`src/rtl/multi_link_buffer_controller.sv`:
```
// Steers upstream writes round-robin across NUM_LINKS link buffers, either one link or an aligned link pair per write.
// Selection is combinational from ptr/mode/in_full; a width change costs one dead cycle.
module multi_link_buffer_controller #(
  parameter int NUM_LINKS = 4,
  parameter int STALL_W   = 8,
  localparam int LINK_W   = $clog2(NUM_LINKS)
) (
  input  logic                 clk,
  input  logic                 rst,
  input  logic                 wr_valid,
  input  logic                 multi_width,
  input  logic [NUM_LINKS-1:0] in_full,
  output logic                 wr_ready,
  output logic [LINK_W-1:0]    link_num,
  output logic [NUM_LINKS-1:0] link_mask,
  output logic                 out_full,
  output logic                 wrap,
  output logic [STALL_W-1:0]   stall_cnt
);

  localparam logic [0:0] RUN    = 1'b0;
  localparam logic [0:0] SWITCH = 1'b1;

  logic [LINK_W-1:0]    ptr;
  logic                 mode_q;
  logic [0:0]           state;

  logic                 sel_found;
  logic [LINK_W-1:0]    sel_idx;
  logic [NUM_LINKS-1:0] sel_mask;
  logic [LINK_W-1:0]    base;
  logic [LINK_W-1:0]    stride;
  logic [LINK_W-1:0]    next_ptr;
  logic                 accept;

  // Enable mask of the unit starting at idx; in pair mode idx is even so idx|1 is its partner.
  function automatic logic [NUM_LINKS-1:0] unit_mask(input logic [LINK_W-1:0] idx,
                                                     input logic              pair);
    logic [NUM_LINKS-1:0] m;
    m = '0;
    m[idx] = 1'b1;
    if (pair) m[idx | LINK_W'(1)] = 1'b1;
    return m;
  endfunction

  assign base   = ptr & ~LINK_W'(mode_q);
  assign stride = mode_q ? LINK_W'(2) : LINK_W'(1);

  // Index arithmetic wraps at 2^LINK_W == NUM_LINKS, giving the modulo search for free.
  always_comb begin
    logic [LINK_W-1:0]    cand;
    logic [NUM_LINKS-1:0] cmask;
    sel_found = 1'b0;
    sel_idx   = ptr;
    sel_mask  = unit_mask(ptr, mode_q);
    cand      = '0;
    cmask     = '0;
    for (int k = 0; k < NUM_LINKS; k++) begin
      cand  = mode_q ? base + LINK_W'(2 * k) : base + LINK_W'(k);
      cmask = unit_mask(cand, mode_q);
      if (!sel_found && (!mode_q || k < NUM_LINKS / 2) && ((cmask & in_full) == '0)) begin
        sel_found = 1'b1;
        sel_idx   = cand;
        sel_mask  = cmask;
      end
    end
  end

  assign link_num  = sel_idx;
  assign link_mask = sel_mask;
  assign out_full  = ~sel_found;
  assign wr_ready  = (state == RUN) && sel_found && !rst;
  assign accept    = wr_valid && wr_ready;
  assign next_ptr  = sel_idx + stride;

  always_ff @(posedge clk or posedge rst) begin
    if (rst) begin
      ptr       <= '0;
      mode_q    <= 1'b0;
      state     <= RUN;
      stall_cnt <= '0;
      wrap      <= 1'b0;
    end else begin
      wrap <= accept && (next_ptr <= sel_idx);

      if (wr_valid && !wr_ready) begin
        if (stall_cnt != '1) stall_cnt <= stall_cnt + STALL_W'(1);
      end else begin
        stall_cnt <= '0;
      end

      case (state)
        RUN: begin
          // An accept racing a mode change still uses the old stride.
          if (accept) ptr <= next_ptr;
          if (multi_width != mode_q) state <= SWITCH;
        end
        default: begin
          mode_q <= multi_width;
          if (multi_width) ptr <= ptr & ~LINK_W'(1);
          state <= RUN;
        end
      endcase
    end
  end

endmodule
```
`config.mk`:
```
export PLATFORM = sky130hd
export DESIGN_NAME = multi_link_buffer_controller
export DESIGN_NICKNAME = d
export VERILOG_FILES = /design/src/rtl/multi_link_buffer_controller.sv
export SDC_FILE = /design/constraint.sdc
export NUM_CORES = 1
export LEC_CHECK = 0
export CELL_PAD_IN_SITES_DETAIL_PLACEMENT = 0
export CELL_PAD_IN_SITES_GLOBAL_PLACEMENT = 1
export CORE_UTILIZATION = 39
export CTS_CLUSTER_DIAMETER = 150
export CTS_CLUSTER_SIZE = 16
export DETAILED_ROUTE_END_ITERATION = 7
export PLACE_DENSITY = 0.83
export SETUP_SLACK_MARGIN = 0.5
export SLEW_MARGIN = 0
export SYNTH_ARGS = -nofsm -noshare
export SYNTH_HDL_FRONTEND = slang
export SYNTH_SLANG_ARGS = --single-unit
```
`constraint.sdc`:
```
create_clock -name clk -period 4.9 [get_ports clk]
set_input_delay 0.98 -clock clk [delete_from_list [all_inputs] [get_ports clk]]
set_output_delay 0.98 -clock clk [all_outputs]
set_load 0.01 [all_outputs]
```
### Word-level counts from Yosys, hierarchy flattened

Cells that the tools add are included.

* mux-type cells: 48
* $add $sub $neg: 5
* $lt $le $gt $ge: 21
* reduce and logical (&&, ||, !) cells: 33
* bitwise logic cells: 13
* equality and inequality tests: 4

Operator list (number)
* 4-bit two-way mux: 9
* 2-bit by 3-bit < comparator with 1-bit output, second input constant: 10
* 2-bit by 1-bit >= comparator with 1-bit output, second input constant: 10
* 1-bit logical AND: 20
* 2-bit two-way mux: 10
* 4-bit OR: 5
* 1-bit two-way mux: 17
* 4-bit AND: 4
* 4-bit zero test: 4
* 8-bit two-way mux: 2
* 1-bit demux with 2-bit select: 5
* 8-bit by 1-bit adder with 8-bit output, second input constant: 1
* 8-bit != test, second input constant: 1
* 1-bit zero test: 6
* 1-bit demux with 1-bit select: 5
* 2-bit adder, second input constant: 2
* 2-bit AND reduction: 2
* 2-bit by 1-bit adder with 2-bit output, second input constant: 1
* 2-bit adder: 1
* 2-bit AND: 1
* 2-bit less-or-equal comparator: 1
* 2-bit by 1-bit != test with 1-bit output, second input constant: 1
* 2-bit != test, second input constant: 1
* 1-bit NOT: 2
* other kinds (3): 3

* output and inout bits: 17
* register bits after elaboration: 13
* input bits: 8
* logic and storage cells: 130

### Longest topological paths before layout

* depth after elaboration: 27
* mapped depth: 16
* gate-level depth less buffers: 13

### Least setup slack after synthesis

No wires, ideal clock.

* kind: reg-to-output
* start point: register mode_q
* end point: output link_mask[0]
* cell stages (with the launch flop): 13
* setup slack: 1202 ps
* path buffers: 3
* data required time: 3920 ps
* arrival time: 2718 ps
* cells stage by stage: dfrtp_1 > buf_6 > inv_2 > nand2_1 > ha_1 > clkbuf_1 > or2_4 > o221ai_4 > nor2_2 > or3_1 > buf_6 > mux2_2 > o21ai_1

* word-level cells in the longest chain between the ends: 22
* elaborated cells on any way between the ends: 76
* those cells by class: add/sub (3); order compare (14); mux (29); bitwise (10); reduce/logical (20)

Ends and longest elaborated chain
* start: declaration: RTL line 25 `logic mode_q;`
* start signal: assignment: RTL line 99 `mode_q <= multi_width;`
* 1-bit NOT with 2-bit output: RTL line 46 `assign base = ptr & ~LINK_W'(mode_q);`
* 2-bit AND: RTL line 46
* 2-bit by 1-bit adder with 2-bit output, or another cell as far along: RTL line 59 `cand = mode_q ? base + LINK_W'(2 * k) : base + LINK_W'(k);`
* 2-bit two-way mux or 1-bit logical AND (tied branches): RTL line 59, 41
* 2-bit by 3-bit < comparator with 1-bit output (not written as such), or another cell as far along: RTL line 41 `m[idx] = 1'b1;`
* 1-bit logical AND (not written as such), or another cell as far along: RTL line 41
* 1-bit two-way mux (not written as such), or another cell as far along: RTL line 41
* 1-bit demux with 2-bit select, or another cell as far along: RTL line 41
* (+4 left out)
* 1-bit logical AND: RTL line 61 `if (!sel_found && (!mode_q || k < NUM_LINKS / 2) && ((cmask & in_full) == '0)) begin`
* 1-bit two-way mux: RTL line 61
* 1-bit zero test: RTL line 61
* 1-bit logical AND (2 in a row): RTL line 61
* 1-bit two-way mux: RTL line 61
* 1-bit zero test: RTL line 61
* 1-bit logical AND (2 in a row): RTL line 61
* 4-bit two-way mux *: RTL line 61
* end: declaration: RTL line 15 `output logic [NUM_LINKS-1:0] link_mask,`

Every way passes the cells marked *; elsewhere a longest branch is shown, timed or not.

### Final worst setup path

* start point: input in_full[3]
* end point: output link_mask[0]

* word-level cells in the longest chain between the ends: 14
* elaborated cells on any way between the ends: 23
* those cells by class: mux (7); bitwise (4); reduce/logical (12)

Ends and longest elaborated chain
* start: declaration: RTL line 12 `input logic [NUM_LINKS-1:0] in_full,`
* 4-bit AND: RTL line 61
* 4-bit zero test: RTL line 61
* 1-bit two-way mux: RTL line 61
* 1-bit zero test: RTL line 61
* 1-bit logical AND: RTL line 61
* 1-bit two-way mux: RTL line 61
* 1-bit zero test: RTL line 61
* 1-bit logical AND (2 in a row): RTL line 61
* 1-bit two-way mux: RTL line 61
* 1-bit zero test: RTL line 61
* 1-bit logical AND (2 in a row): RTL line 61
* 4-bit two-way mux *: RTL line 61

Marked as above.

==> flow_summary.yaml <==
outcome:
  status: "finished clean"
synth:
  synth_edf_count: 0
  synth_nets: 185
  synth_common_cells: "nand2_1, nor2_1, dfrtp_1"
  yosysTopAreaCell: "dfrtp_1"
  syn_inst: 169
  synth_flop_cell: "dfrtp_1"
  yosys.area.top_type_share_pct: 23.3
  synth.distinct_cells: 50
  ys_async_sr_fraction_pct: 100
  yosys_warnings: 0
  synth_area_leaders: "dfrtp_1, ha_1, mux2i_1"
  synth-seq-area-share_pct: 23.3
  syn_area_um2: 1400
  synth_seq_cells: 13
  syn_area_per_cell_um2: 8.26
clock_network:
  cts_tree: "built"
  cts_sinks: 13
  h-tree-depth: 1
  hold_buffers: 0
  cts_inserted_buffers: 3
  clkSlewWorstSetupHoldPaths_ns: 0.09
  clockBufferDepth: 2
  clock-root-buffer: "clkbuf_4"
  worstSkewPairLatency_ns: 0.28
worst_setup_path:
  path_max_fanout: 9
  cp_slowest_stage_delay_ns: 0.55
  crit_required_ns: 3.92
  r2r_end: "wrap"
  crit_type: "in2out"
  cp_slowest_cell: "clkdlybuf4s50_1"
  r2r_slack_ns: 1.45
  critical_path.cell_chain: "dlygate4sd2_1 -> mux2i_1 -> nor3_2 -> nor2_4 -> or3_4 -> mux2_2 -> o21ai_1 -> clkdlybuf4s50_1"
  cp-start-kind: "primary input"
  r2r_cells: 13
  cp-end-kind: "output port"
  r2r_start: "mode_q"
  worstPathArrival_ns: 3.25
power_and_ir_drop:
  p_per_area_nw_per_um2: 772
  p_leak_nw: 0.712
  peakVddDrop_mv: 0.435
  intPower_uw: 669
  p_sw_uw: 671
  swShare_pct: 50.0
  pwr-share-clk_pct: 5.0
  p_comb_share_pct: 84.0
  seq_power_share_pct: 11.0
finish:
  diodes: 0
  layout.nets: 210
  area_growth_pct: 24.4
  fin_area_um2: 1740
  layout-drive-gt1-share_pct: 15.5
floorplan:
  die_y_um: 61.8
  start_util_pct: 41.2
  core_um2: 3390
  io_pins: 25
  rows: 21
  die_w_um: 61.8
  die_area_um2: 3820
route:
  num_vias: 1397
  drt_iter0_drc: 124
  dr.pass1.iters: 4
  antenna_left: 0
  wl_per_cell_um: 15.3
  drt-total-wl_um: 3660
  drc: 0
  drt-vias-per-instance: 5.85
placed_design:
  hpwl_um: 2730
  gp_congestion: 0.961
  place_area_um2: 1650
  io_buffers: 24
sta:
  slew_headroom_pct: 67.8
  setup_tns_ns: 0
  setup_viol: 0
  min_period_ns: 4.23
  rsz0062_at_grt: "false"
  finClkSkew_ns: 0.00931
  fmax_ghz: 0.236
  hold_viol_final: 0
  period_share_pct: 86.3
  report.final.slew_viol_count: 0
  worst_pin_slew_ns: 0.482
global_routing:
  grt_pass1_vias: 1223
  grt-ovfl-total: 0
  grt_antenna_before_repair: 0
  grt_util_all_layers_pct: 20.9
  grt_max_degree: 22
  grt_first_pass_wirelength_um: 5940
worst_hold_path:
  hp-class: "reg2reg"
  hold_depth: 1
  min_from: "state"
  hold_end: "state"
flow_run:
  cap_violations: 0
## final cells by class
class,count,area [um^2]
fill,316,1650
clock buffer,3,22.5
timing repair buffer,31,287
sequential,13,325
multi-input combinational,138,1010
tap,46,57.6
clock inverter,1,5.00
inverter,7,26.3
## power groups by stage
stage | Combinational, mW | Sequential [mW] | Clock, mW
detailed placement | 1.06 | 0.148 | 0
floorplan | 0.756 | 0.150 | 0
finish | 1.13 | 0.147 | 0.0672
global route | 1.23 | 0.149 | 0.0735
CTS | 1.10 | 0.146 | 0.0694
global placement | 1.05 | 0.147 | 0
## sequential cells by signal (all words and copies together), names as in the netlist
name / cells
state: 1
mode_q: 1
ptr: 2
wrap: 1
stall_cnt: 8
## timing repair
action,CTS,global route
gates resized for setup,10,3
setup buffers,2,2
pin swaps,2,1
setup endpoints to repair,7,5
## kinds of logic after synthesis
kind of cell / Yosys count / synth area share, %
AND/OR/NAND/NOR: 63 / 23.5
flip-flops: 13 / 23.3
XOR/XNOR: 7 / 4.39
adder cells (fa/ha/maj): 8 / 7.17
AO/OA/AOI/OAI: 52 / 28.1
multiplexers: 8 / 6.72
buffers and inverters: 18 / 6.81
## metrics by stage
| step | setup slack [ns] | instances | utilization, % | power, mW | hold WS, ns |
|---|---|---|---|---|---|
| floorplan | 1.20 | 169 | - | 0.907 | 0.438 |
| global placement | 0.385 | 231 | 48.6 | 1.20 | 0.471 |
| detailed placement | 0.288 | 231 | 48.6 | 1.21 | 0.486 |
| CTS | 0.547 | 237 | 50.5 | 1.31 | 0.503 |
| global route | 0.505 | 239 | 51.2 | 1.45 | 0.550 |
| finish | 0.669 | 239 | 51.2 | 1.34 | 0.508 |
## cells in the final DEF (no fill, tap or decap), types with 3 or more instances in the layout
cell type and n:
a211oi_1 4, xor2_1 3, a22oi_1 4, nand3_1 7, clkbuf_4 3, a21oi_1 5
nand2_1 12, dfrtp_1 13, inv_1 5, ha_1 7, o21ai_0 8, xnor2_1 4
buf_4 7, o211ai_1 6, clkdlybuf4s50_1 19, or3_1 3, dlygate4sd2_1 5, o21ai_1 7
and3_1 6, mux2i_1 6, nor2_1 14
## how the worst max path moves through the flow
stage,start,to,depth (start not counted)
finish,in_full[3],link_mask[0],8
global placement,in_full[1],link_mask[0],8
global route,in_full[3],link_mask[0],8
detailed placement,in_full[0],link_mask[3],8
CTS,mode_q,link_mask[0],10
floorplan,mode_q,link_mask[0],12
## critical path, delay by kind of cell
family,cells,cell delay [ns]
muxes,2,0.44
AOI/OAI and AO/OA,1,0.12
buffers and inverters,2,0.89
and+or+nand+nor,3,0.82
## metal layers
metal	vias up	wire [um]	track usage (%)
li1	682	-	-
met1	667	1740	30.8
met2	42	1710	32.0
met3	6	162	4.14
met4	0	42	3.49
met5	-	0	0
Power figures use the tool's default switching activity.
